### src/rtl/hidden_ram_arbiter.sv
// Round-robin arbiter for two writers and two readers sharing one external RAM,
// with a zero-fill sequencer that sweeps every entry after an i_clear pulse.
module hidden_ram_arbiter #(
  parameter int DW = 128,
  parameter int AW = 4
) (
  input  logic          i_clk,
  input  logic          i_reset_n,
  input  logic          i_w0_req,
  input  logic          i_w1_req,
  input  logic [AW-1:0] i_w0_addr,
  input  logic [AW-1:0] i_w1_addr,
  input  logic [DW-1:0] i_w0_data,
  input  logic [DW-1:0] i_w1_data,
  output logic          o_w0_gnt,
  output logic          o_w1_gnt,
  input  logic          i_r0_req,
  input  logic          i_r1_req,
  input  logic [AW-1:0] i_r0_addr,
  input  logic [AW-1:0] i_r1_addr,
  output logic          o_r0_gnt,
  output logic          o_r1_gnt,
  output logic          o_r0_valid,
  output logic          o_r1_valid,
  output logic [DW-1:0] o_rdata,
  input  logic          i_clear,
  output logic          o_busy,
  output logic          o_ram_write,
  output logic          o_ram_read,
  output logic [AW-1:0] o_ram_addr_w,
  output logic [AW-1:0] o_ram_addr_r,
  output logic [DW-1:0] o_ram_wdata,
  input  logic [DW-1:0] i_ram_rdata
);

  localparam logic [0:0] ST_IDLE  = 1'b0;
  localparam logic [0:0] ST_CLEAR = 1'b1;
  localparam logic [AW-1:0] CNT_LAST = '1;

  logic [0:0]    state_q, state_d;
  logic [AW-1:0] cnt_q, cnt_d;
  logic          wp_q, wp_d;
  logic          rp_q, rp_d;
  logic [DW-1:0] rdata_q, rdata_d;
  logic          r0_valid_q, r0_valid_d;
  logic          r1_valid_q, r1_valid_d;

  logic in_idle, in_clear;
  logic w0_gnt, w1_gnt, r0_gnt, r1_gnt;

  // Grants are masked by reset so nothing reaches the RAM while held in reset.
  always_comb begin
    in_idle  = i_reset_n && (state_q == ST_IDLE);
    in_clear = i_reset_n && (state_q == ST_CLEAR);

    w0_gnt = in_idle && i_w0_req && (!i_w1_req || !wp_q);
    w1_gnt = in_idle && i_w1_req && (!i_w0_req ||  wp_q);
    r0_gnt = i_reset_n && i_r0_req && (!i_r1_req || !rp_q);
    r1_gnt = i_reset_n && i_r1_req && (!i_r0_req ||  rp_q);

    o_ram_write  = w0_gnt || w1_gnt || in_clear;
    o_ram_addr_w = '0;
    o_ram_wdata  = '0;
    if (in_clear) begin
      o_ram_addr_w = cnt_q;
    end else if (w1_gnt) begin
      o_ram_addr_w = i_w1_addr;
      o_ram_wdata  = i_w1_data;
    end else if (w0_gnt) begin
      o_ram_addr_w = i_w0_addr;
      o_ram_wdata  = i_w0_data;
    end

    o_ram_read   = r0_gnt || r1_gnt;
    o_ram_addr_r = r1_gnt ? i_r1_addr : (r0_gnt ? i_r0_addr : '0);
  end

  always_comb begin
    wp_d = wp_q;
    if (w0_gnt)      wp_d = 1'b1;
    else if (w1_gnt) wp_d = 1'b0;

    rp_d = rp_q;
    if (r0_gnt)      rp_d = 1'b1;
    else if (r1_gnt) rp_d = 1'b0;

    rdata_d    = o_ram_read ? i_ram_rdata : rdata_q;
    r0_valid_d = r0_gnt;
    r1_valid_d = r1_gnt;

    state_d = state_q;
    cnt_d   = cnt_q;
    if (state_q == ST_IDLE) begin
      if (i_clear) begin
        state_d = ST_CLEAR;
        cnt_d   = '0;
      end
    end else begin
      cnt_d = cnt_q + 1'b1;
      if (cnt_q == CNT_LAST) state_d = ST_IDLE;
    end
  end

  always_ff @(posedge i_clk or negedge i_reset_n) begin
    if (!i_reset_n) begin
      state_q    <= ST_IDLE;
      cnt_q      <= '0;
      wp_q       <= 1'b0;
      rp_q       <= 1'b0;
      rdata_q    <= '0;
      r0_valid_q <= 1'b0;
      r1_valid_q <= 1'b0;
    end else begin
      state_q    <= state_d;
      cnt_q      <= cnt_d;
      wp_q       <= wp_d;
      rp_q       <= rp_d;
      rdata_q    <= rdata_d;
      r0_valid_q <= r0_valid_d;
      r1_valid_q <= r1_valid_d;
    end
  end

  assign o_w0_gnt   = w0_gnt;
  assign o_w1_gnt   = w1_gnt;
  assign o_r0_gnt   = r0_gnt;
  assign o_r1_gnt   = r1_gnt;
  assign o_r0_valid = r0_valid_q;
  assign o_r1_valid = r1_valid_q;
  assign o_rdata    = rdata_q;
  assign o_busy     = (state_q == ST_CLEAR);

endmodule

### config.mk
export PLATFORM = sky130hd
export DESIGN_NAME = hidden_ram_arbiter
export DESIGN_NICKNAME = d
export VERILOG_FILES = /design/src/rtl/hidden_ram_arbiter.sv
export SDC_FILE = /design/constraint.sdc
export NUM_CORES = 1
export LEC_CHECK = 0
export ABC_CLOCK_PERIOD_IN_PS = 1600
export CAP_MARGIN = 20
export CORE_AREA = 5 5 265 267
export CTS_BUF_LIST = sky130_fd_sc_hd__clkbuf_8
export CTS_CLUSTER_SIZE = 40
export DETAILED_ROUTE_END_ITERATION = 8
export DIE_AREA = 0 0 270 272
export PLACE_DENSITY_LB_ADDON = 0.2
export SYNTH_ARGS = -nofsm -noshare
export SYNTH_HDL_FRONTEND = slang
export SYNTH_SLANG_ARGS = --single-unit
export TNS_END_PERCENT = 100
### constraint.sdc
create_clock -name i_clk -period 1.6 [get_ports i_clk]
set_clock_uncertainty 0.15 [all_clocks]
set_input_delay 0.32 -clock i_clk [delete_from_list [all_inputs] [get_ports i_clk]]
set_output_delay 0.32 -clock i_clk [all_outputs]
set_load 0.02 [all_outputs]
# Word-level counts from Yosys, hierarchy flattened
# Index checks and enable logic that the tools add are counted.
# word_totals
ff_bits	137
out_inout_bits	273
word_cells	53
# op_classes
n_addsub	1
eq_ne	1
mux	17
bitwise_logic	1
n_reduce_logical	26
# op_table
cell	n
128-bit 2-to-1 mux	3
4-bit 2-to-1 mux	7
1-bit logical AND	10
1-bit logical OR	7
1-bit 2-to-1 mux	7
1-bit logical NOT	6
2-bit nonzero test	3
4-bit by 1-bit adder with 4-bit output, second input constant	1
4-bit equality test, second input constant	1
1-bit inverter	1

# Depth between registers and ports, before layout
# Gate-level depths: netlist (run 1).
# depth
ltp_word	7
ltp_mapped	7
ltp_nobuf	4

# Least setup slack after synthesis (run 1)
# OpenSTA, ideal clock, no wires.
# synth_path
path_kind	reg-to-output
start	register state_q, in the netlist o_busy
end	output o_ram_wdata[100]
t_arrival_ns	1.509
slack_ns	-0.379
path_stages_with_launch	6
n_path_buf	2
path_cell_list	dfrtp_1 nand3b_1 a21oi_2 buf_4 buf_2 a22o_1
# synth_via
elab_chain_cells	7
# synth_lines
element	line	source
from (decl)	40	logic [0:0] state_q, state_d;
from (signal assigned)	114	state_q <= state_d;
1-bit inverter	-	
1-bit logical AND	53	in_idle = i_reset_n && (state_q == ST_IDLE);
1-bit logical AND (2 in a row)	56	w0_gnt = in_idle && i_w0_req && (!i_w1_req || !wp_q);
128-bit 2-to-1 mux	69	end else if (w0_gnt) begin
128-bit 2-to-1 mux	66	end else if (w1_gnt) begin
128-bit 2-to-1 mux *	64	if (in_clear) begin
to (decl)	32	output logic [DW-1:0] o_ram_wdata,
# Mark *: on every way between the ends. The rest lies on a longest branch, timed or not.

# Worst setup path in the final report (run 1)
# layout_path
start	register state_q, in the netlist o_busy
end	output o_ram_wdata[12]
# The elaborated chain is that of the path after synthesis.

==> results of run 1 <==
[worst reg2reg max path, stage by stage (launching register included)]
cell	delay [ns]
dfrtp_2	0.44
nand3b_1	0.20
a21oi_4	0.18
buf_6	0.16
buf_12	0.14
buf_12	0.14
buf_6	0.09
o21bai_1	0.05
[area by class of cell]
type                    instances  area (um^2)  share of cell area
repair buffers                831         9550               0.523
multi-input cells             562         3700               0.203
flip-flops and latches        137         3430               0.188
well taps                     882         1100              0.0605
clock buffers                  21          289              0.0158
clock inverters                11          134             0.00733
diodes                         10         25.0             0.00137
inverters                       2         15.0            0.000822
[flip-flops by register name (all words and copies together) (netlist names)]
register and count:
cnt_q 4, o_r0_valid 1, rp_q 1, wp_q 1, o_r1_valid 1, o_rdata 128
o_busy 1
[logic make-up after synthesis]
family	Yosys count	share of synthesized area
AND/OR/NAND/NOR	408	0.239
buffers and inverters	62	0.0423
AO/OA/AOI/OAI	150	0.193
flip-flops	137	0.520
XOR/XNOR	2	0.00266
multiplexers	1	0.00152
adder cells (fa/ha/maj)	1	0.00190
[metrics by stage]
stage	std cells	setup WS, ns	hold slack (ns)	power, mW	instance area (um^2)
after floorplan	761	-0.317	-0.126	6.31	6730
after global placement	2335	-1.19	0.247	10.4	15800
after detailed placement	2335	-1.17	0.251	10.4	15800
after CTS	2408	-1.20	0.0608	14.5	17700
after global routing	2454	-1.18	0.0814	15.3	18300
final	2456	-1.06	0.127	14.5	18300
[repair_timing]
action	CTS	global route
setup buffers	31	55
hold endpoints to repair	36	9
pin swaps	29	80
hold buffers	3	1
gates resized for setup	1261	125
setup endpoints to repair	348	263
cloned	7	11
[where the power goes]
group	total (mW)	leakage (nW)	switching, mW	internal, mW
clock	3.23	0.213	1.65	1.57
combinational	7.02	6.60	3.16	3.85
sequential	4.28	1.68	0.347	3.93
total	14.5	8.49	5.16	9.36
[routing by layer]
layer	GRT usage	vias to the layer above	part of all wire
met3	0.0666	66	0.083
li1	-	4159	-
met2	0.267	433	0.49
met5	0	-	0.0016
met4	0.0519	14	0.024
met1	0.185	4398	0.40
[cell usage in the layout, fill, tap and decap left out, drive strengths merged]
cell type	n
diode	10
bufbuf	1
o21ai	8
and4b	1
dfrtp	137
clkinvlp	2
and3	4
clkdlybuf4s50	403
bufinv	2
o21bai	1
nor2b	1
o31a	1
nor2	2
nand3b	1
xnor2	1
nand3	1
clkbuf	33
dlygate4sd3	2
inv	7
mux2i	1
a41oi	1
nand4	4
clkinv	2
a221o	4
a22o	129
ha	1
buf	413
nand2b	4
xor2	1
nand2	390
a21oi	6
[how the worst min path moves through the flow]
stage	endpoint	slack (ns)	depth (start not counted)	startpoint
after detailed placement	o_r1_valid$_DFF_PN0_	0.25	2	i_reset_n
after global routing	rp_q$_DFFE_PN0P_	0.08	4	i_r0_req
after CTS	o_rdata[70]$_DFFE_PN0P_	0.06	3	i_ram_rdata[70]
after global placement	o_r1_valid$_DFF_PN0_	0.25	2	i_reset_n
after floorplan	cnt_q[0]$_DFFE_PN0P_	-0.13	0	i_reset_n
final	rp_q$_DFFE_PN0P_	0.13	4	i_r0_req
==> results.yml, run 1 <==
critical_path:
  crit_family: "buffers and inverters"
  reg2regPathDepth: 7
  critPathKind: "reg -> out"
  cp_common_cell: "buf_6"
  crit_fanout: 5
  cp.arrival_ns: 2.19
  crit_end: "o_ram_wdata[12]"
  r2r_start: "o_busy$_DFF_PN0_"
  path_cells: "nand3b_1 -> a21oi_4 -> buf_6 -> clkbuf_16 -> buf_6 -> buf_6 -> a22o_1 -> buf_6"
  cp_num_buf_inv: 5
  cp.depth: 8
  cp_slowest_cell: "dfrtp_2"
  slowest_delay_ns: 0.44
  cp-start-kind: "flop"
  r2r_setup_slack_ns: -0.06
  endpoint_kind: "primary output"
  regToRegEndpoint: "wp_q$_DFFE_PN0P_"
  required_ns: 1.13
  cp-startpoint: "o_busy$_DFF_PN0_"
synthesis:
  yosysSeqAreaShare: 0.520
  synth_edf_count: 0
  synth_ff_type: "dfrtp_1"
  yosys.area.top_type: "dfrtp_1"
  ys_ff_latch: 137
  synth_top_area_share: 0.520
  ys_top_cells_by_area: "dfrtp_1, nand2_1, a22o_1, buf_2, clkbuf_1"
  ys_warn_count: 0
  synthArstFlopShare: 1.00
  syn-num-nets: 1169
  synthCells: 761
  avgSynthCellArea_um2: 8.67
  synth_area_um2: 6600
  post-synth-top-count-cell: "nand2_1"
  ys_top_cells_by_count: "nand2_1, dfrtp_1, a22o_1"
  synth.distinct_cells: 28
detailed_routing:
  routed_wl_mm: 62.4
  wl_per_cell_um: 25.4
  via_per_inst: 3.69
  drt_iter0_drc: 364
  drcViolationCount: 0
  ant_nets: 0
  first_pass_iters: 4
  num_vias: 9070
die:
  initial_utilization: 0.0972
  core_um2: 67900
  io_pins: 680
  dieArea_um2: 73400
  row_count: 96
  fp.dieH_um: 272
  die_w_um: 270
run_status:
  violations: "setup timing"
  run_status: "finished, violations left"
layout:
  fill_cells: 7142
  layout-drive-gt1-share: 0.356
  areaGrowthSynthToFinish_pct: 177
  fin_util: 0.269
  nets: 1959
pwr:
  peakVddDrop_mv: 0.496
  power.density_nw_per_um2: 795
  p_leak_nw: 8.49
placed_design:
  place.gp.congestion: 0.921
  numPortBuffers: 679
  hpwl_mm: 49.0
clock_network:
  clockBufferDepth: 2
  htreeDepth: 4
  numCtsBuffers: 17
  cts_tree: "yes"
  clock_latency_ns: 0.52
  path_clk_slew_ns: 0.10
  clockRootBuffer: "clkbuf_8"
  clock-sinks: 137
worst_hold_path:
  hold_path.class: "in -> reg"
global_route:
  grt_pass1_vias: 9260
  grt_max_degree: 102
  grt_use_total: 0.159
  grt_overflow: 0
  grt_pass1_wl_mm: 80.9
  antenna_found_initial: 19
sta:
  hold_violations: 0
  finalSetupViolCount: 145
  rsz0062_at_grt: "yes"
  fmax_ghz: 0.376
  tightest_slew_ns: 0.783
  fin_ws_ns: -1.06
  finalCriticalPeriod_ns: 2.66
  fin_tns_setup_ns: -133.26
  slew-limit-headroom: 0.478
  period_share: 1.66
  drv_slew: 0
run:
  max_cap_viol_count: 0
No activity file was read; power rests on OpenSTA's default activity.
==> run 2, diff against run 1 <==
--- a/config.mk
+++ b/config.mk
@@ -5,13 +5,13 @@
 export SDC_FILE = /design/constraint.sdc
 export NUM_CORES = 1
 export LEC_CHECK = 0
-export ABC_CLOCK_PERIOD_IN_PS = 1600
+export ABC_CLOCK_PERIOD_IN_PS = 3000
 export CAP_MARGIN = 20
-export CORE_AREA = 5 5 265 267
+export CORE_AREA = 5 5 259 261
 export CTS_BUF_LIST = sky130_fd_sc_hd__clkbuf_8
 export CTS_CLUSTER_SIZE = 40
 export DETAILED_ROUTE_END_ITERATION = 8
-export DIE_AREA = 0 0 270 272
+export DIE_AREA = 0 0 264 266
 export PLACE_DENSITY_LB_ADDON = 0.2
 export SYNTH_ARGS = -nofsm -noshare
 export SYNTH_HDL_FRONTEND = slang
==> constraint.sdc (replaced) <==
create_clock -name i_clk -period 3 [get_ports i_clk]
set_clock_uncertainty 0.15 [all_clocks]
set_input_delay 0.6 -clock i_clk [delete_from_list [all_inputs] [get_ports i_clk]]
set_output_delay 0.6 -clock i_clk [all_outputs]
set_load 0.02 [all_outputs]
==> results.yml, run 2 (synthesized netlist as in run 1, its figures left out) <==
run_status:
  run_status: "complete, no violations"
detailed_routing:
  ant_nets: 0
  via_per_inst: 3.80
  drt_iter0_drc: 398
  wl_per_cell_um: 27.6
  first_pass_iters: 4
  drcViolationCount: 0
  num_vias: 8894
  routed_wl_mm: 64.7
clock_network:
  numCtsBuffers: 17
  clock_latency_ns: 0.53
  path_clk_slew_ns: 0.10
  clock-sinks: 137
  clockBufferDepth: 2
  htreeDepth: 4
  clockRootBuffer: "clkbuf_8"
  cts_tree: "yes"
global_route:
  grt_max_degree: 129
  grt_pass1_vias: 9196
  grt_overflow: 0
  grt_pass1_wl_mm: 85.2
  antenna_found_initial: 16
  grt_use_total: 0.176
layout:
  nets: 1876
  final_cell_mix: "clkdlybuf4s50_1, nand2_1, dfrtp_1"
  largest_reg_flops: 128
  fill_cells: 6937
  multi_input_area_um2: 3440
  layout_commonest_cell: "clkdlybuf4s50_1"
  layout-drive-gt1-share: 0.207
  areaGrowthSynthToFinish_pct: 150
  final_cell_count_no_fill: 2343
  regArea_um2: 3430
  final_area_um2: 16500
sta:
  finalSetupViolCount: 0
  whs_ns: 0.135
  fin_ws_ns: 0.0131
  fmax_ghz: 0.335
  tightest_slew_ns: 0.755
  rsz0062_at_grt: "yes"
  slew-limit-headroom: 0.497
  hold_violations: 0
  drv_slew: 0
  finalCriticalPeriod_ns: 2.99
  period_share: 0.996
pwr:
  power.total_mw: 7.18
  peakVddDrop_mv: 0.335
  power.density_nw_per_um2: 435
  p_leak_nw: 7.45
critical_path:
  cp-start-kind: "flop"
  crit_family: "buffers and inverters"
  path_cells: "buf_6 -> and4b_4 -> buf_12 -> buf_16 -> a221o_1 -> buf_12"
  required_ns: 2.25
  cp_slowest_cell: "dfrtp_2"
  cp_num_buf_inv: 4
  cp.arrival_ns: 2.24
  crit_fanout: 7
  slowest_delay_ns: 0.44
  endpoint_kind: "primary output"
  critPathKind: "reg -> out"
  cp_common_cell: "buf_12"
die:
  dieArea_um2: 70200
  initial_utilization: 0.103
  fp.dieH_um: 266
  io_pins: 680
  core_um2: 64200
  row_count: 93
  die_w_um: 264
placed_design:
  numPortBuffers: 679
  place.gp.congestion: 1.00
  post-place-ws_ns: -0.301
  place_inst: 2260
  dpl-instance-area_um2: 14900
  hpwl_mm: 51.3
worst_hold_path:
  hold_path.class: "in -> async"
run:
  max_cap_viol_count: 0
[run 2: cell count changes in the layout (fill, tap and decap cells not counted), sizes merged, moves of 2 or more]
cell	before	now
buf	413	205
diode	10	7
dlygate4sd2	0	2
clkbuf	33	20
inv	7	10
clkinv	2	4
clkdlybuf4s50	403	536
[run 2: cell type report]
class                   count  share of cell area
multi-input cells         562               0.209
repair buffers            748               0.493
clock buffers              17              0.0142
inverters                   2            0.000607
flip-flops and latches    137               0.208
well taps                 855              0.0648
diodes                      7             0.00106
clock inverters            15             0.00948
[run 2: stage by stage]
step / util / setup TNS, ns
floorplan: - / 0
global placement: 0.232 / -22.65
detailed placement: 0.232 / -22.01
CTS: 0.249 / -1.79
global route: 0.257 / -1.87
finish: 0.257 / 0
[run 2: path summary, 6_finish.rpt]
| check | cells after the start | start | slack [ns] | to |
|---|---|---|---|---|
| setup / recovery | 6 | o_busy$_DFF_PN0_ | 0.01 | o_ram_addr_w[0] |
| hold / removal | 3 | i_reset_n | 0.14 | rp_q$_DFFE_PN0P_ |
| setup reg to reg | 6 | o_busy$_DFF_PN0_ | 1.20 | wp_q$_DFFE_PN0P_ |
| hold reg to reg | 2 | o_rdata[62]$_DFFE_PN0P_ | 0.33 | o_rdata[62]$_DFFE_PN0P_ |
| max in group asynchronous | 4 | i_reset_n | 1.81 | o_rdata[52]$_DFFE_PN0P_ |
| min in group i_clk | 2 | o_rdata[62]$_DFFE_PN0P_ | 0.33 | o_rdata[62]$_DFFE_PN0P_ |
[run 2: worst reg2reg max path, cell delays in order, from the launching register on]
cell       delay, ns
dfrtp_2         0.44
buf_6           0.12
and4b_4         0.38
buf_12          0.18
clkbuf_16       0.22
buf_4           0.13
o21bai_1        0.10
[run 2: what timing repair did]
| item | in CTS | in global routing |
|---|---|---|
| endpoints found under the setup margin | 129 | 77 |
| endpoints found under the hold margin | 5 | 0 |
| hold buffers | 1 | 0 |
| setup buffers | 16 | 20 |
| pin swaps | 19 | 17 |
| cloned | 10 | 3 |
| resized for setup | 316 | 69 |
[run 2: metal layers]
| layer | GRT usage | vias up | share of wire |
|---|---|---|---|
| met3 | 0.0585 | 72 | 0.074 |
| li1 | - | 3990 | - |
| met5 | 0 | - | 0.00020 |
| met2 | 0.325 | 463 | 0.53 |
| met1 | 0.188 | 4367 | 0.36 |
| met4 | 0.0589 | 2 | 0.033 |
[run 2: power breakdown]
group | internal [mW] | switching (mW) | total [mW]
Combinational | 1.73 | 1.60 | 3.32
Clock | 0.685 | 0.930 | 1.62
Sequential | 2.09 | 0.155 | 2.25
==> run 3, diff against run 2 <==
--- a/config.mk
+++ b/config.mk
@@ -7,13 +7,13 @@
 export LEC_CHECK = 0
 export ABC_CLOCK_PERIOD_IN_PS = 3000
 export CAP_MARGIN = 20
-export CORE_AREA = 5 5 259 261
+export CORE_AREA = 2 2 263 265
 export CTS_BUF_LIST = sky130_fd_sc_hd__clkbuf_8
 export CTS_CLUSTER_SIZE = 40
 export DETAILED_ROUTE_END_ITERATION = 8
-export DIE_AREA = 0 0 264 266
+export DIE_AREA = 0 0 265 267
 export PLACE_DENSITY_LB_ADDON = 0.2
 export SYNTH_ARGS = -nofsm -noshare
 export SYNTH_HDL_FRONTEND = slang
 export SYNTH_SLANG_ARGS = --single-unit
-export TNS_END_PERCENT = 100
+export TNS_END_PERCENT = 5
==> results.yml, run 3 (synthesized netlist as in run 1, its figures left out) <==
run_status:
  run_status: "finished, violations left"
  violations: "setup timing"
critical_path:
  cp.arrival_ns: 2.33
  r2r_start: "o_busy$_DFF_PN0_"
  required_ns: 2.25
  cp-start-kind: "primary input"
  r2r_setup_slack_ns: 1.46
  critPathKind: "in -> out"
  crit_fanout: 11
  reg2regPathDepth: 5
  endpoint_kind: "primary output"
  regToRegEndpoint: "wp_q$_DFFE_PN0P_"
  cp-startpoint: "i_w0_req"
sta:
  finalCriticalPeriod_ns: 3.08
  tightest_slew_ns: 0.804
  fin_tns_setup_ns: -0.197
  rsz0062_at_grt: "yes"
  fin_ws_ns: -0.0775
  hold_violations: 0
  slew-limit-headroom: 0.464
  fmax_ghz: 0.325
  finalSetupViolCount: 9
  period_share: 1.03
  drv_slew: 0
pwr:
  peakVddDrop_mv: 0.277
  p_leak_nw: 7.06
  power.density_nw_per_um2: 430
detailed_routing:
  ant_nets: 0
  drt_iter0_drc: 299
  wl_per_cell_um: 23.9
  drcViolationCount: 0
  first_pass_iters: 6
  routed_wl_mm: 56.0
  num_vias: 8512
  via_per_inst: 3.63
global_route:
  grt_use_total: 0.152
  gr-max-usage-layer: "met2"
  antenna_found_initial: 17
  grt_pass1_wl_mm: 73.6
  use_met2: 0.288
  grt_max_degree: 129
  met3_usage: 0.0629
  grt_pass1_vias: 8742
  grt_overflow: 0
  grt_use_met1: 0.148
placed_design:
  post-place-ws_ns: -0.337
  place.gp.congestion: 0.877
  hpwl_mm: 45.2
  numPortBuffers: 679
  place_inst: 2293
layout:
  layout_commonest_cell: "clkdlybuf4s50_1"
  fill_cells: 7318
  fin_util: 0.237
  nets: 1848
  final_cell_mix: "clkdlybuf4s50_1, nand2_1, dfrtp_1"
  multi_input_area_um2: 3300
  areaGrowthSynthToFinish_pct: 144
  final_cell_count_no_fill: 2342
  largest_reg_flops: 128
  regArea_um2: 3430
  layout-drive-gt1-share: 0.179
clock_network:
  clockBufferDepth: 2
  path_clk_slew_ns: 0.10
  clockRootBuffer: "clkbuf_8"
  clock_latency_ns: 0.51
  htreeDepth: 4
  numCtsBuffers: 17
  clock-sinks: 137
  cts_tree: "yes"
worst_hold_path:
  hold_path.class: "in -> async"
die:
  initial_utilization: 0.0970
  die_w_um: 265
  core_um2: 68000
  fp.dieH_um: 267
  row_count: 96
  io_pins: 680
  dieArea_um2: 70800
run:
  max_cap_viol_count: 0
run 3: cell types whose count changed in the layout (fill, tap and decap cells not counted), moves of 8 or more:
cell / change
clkdlybuf4s15_2: +44
buf_4: -36
a22o_4: -16
buf_6: -16
a22o_1: +14
buf_16: -8
buf_2: -8
run 3: how the worst max path moves through the flow:
stage / to / depth (start not counted)
6_report: o_ram_addr_w[3] / 8
3_3_place_gp: o_ram_wdata[59] / 6
4_1_cts: o_ram_wdata[120] / 7
2_1_floorplan: o_ram_wdata[100] / 6
5_1_grt: o_ram_addr_w[3] / 7
3_5_place_dp: o_ram_wdata[72] / 6
run 3: worst max-delay path, stage by stage:
cell and delay (ns):
clkdlybuf4s50_1 0.48, buf_4 0.13, a21oi_4 0.05, buf_12 0.14
buf_16 0.16, buf_16 0.16, a221o_1 0.42, buf_6 0.17
run 3: power breakdown:
group	internal [mW]	leakage, nW	total (mW)	switching [mW]
logic	1.59	5.19	3.06	1.48
clock network	0.773	0.197	1.59	0.820
registers	2.09	1.68	2.26	0.165
run 3: per-stage QoR:
stage	total power [mW]	hold WS [ns]	area, um^2
final	6.92	0.252	16100
after global routing	7.32	0.267	16100
after CTS	7.04	0.213	15700
after detailed placement	5.25	0.311	15000
after global placement	5.25	0.308	15000
after floorplan	3.34	0.154	6600
run 3: what timing repair did:
action,4_1_cts,5_1_grt
setup endpoints to repair,134,118
hold buffers,1,0
buffers inserted,4,1
gates cloned,2,3
resized for setup,275,94
pin swaps,13,42
endpoints found under the hold margin,6,0
run 3: cell type report:
cell class / count / share of cell area
tap: 882 / 0.0686
inverter: 2 / 0.000622
antenna: 8 / 0.00124
sequential: 137 / 0.213
timing repair buffer: 720 / 0.487
clock buffer: 19 / 0.0163
multi-input combinational: 562 / 0.205
clock inverter: 12 / 0.00785
run 3: metal layers:
layer  part of all wire  vias to the layer above
met5             0.0016                        -
met4              0.027                       14
met3              0.091                       65
met2               0.54                      411
met1               0.34                     4099
li1                   -                     3923
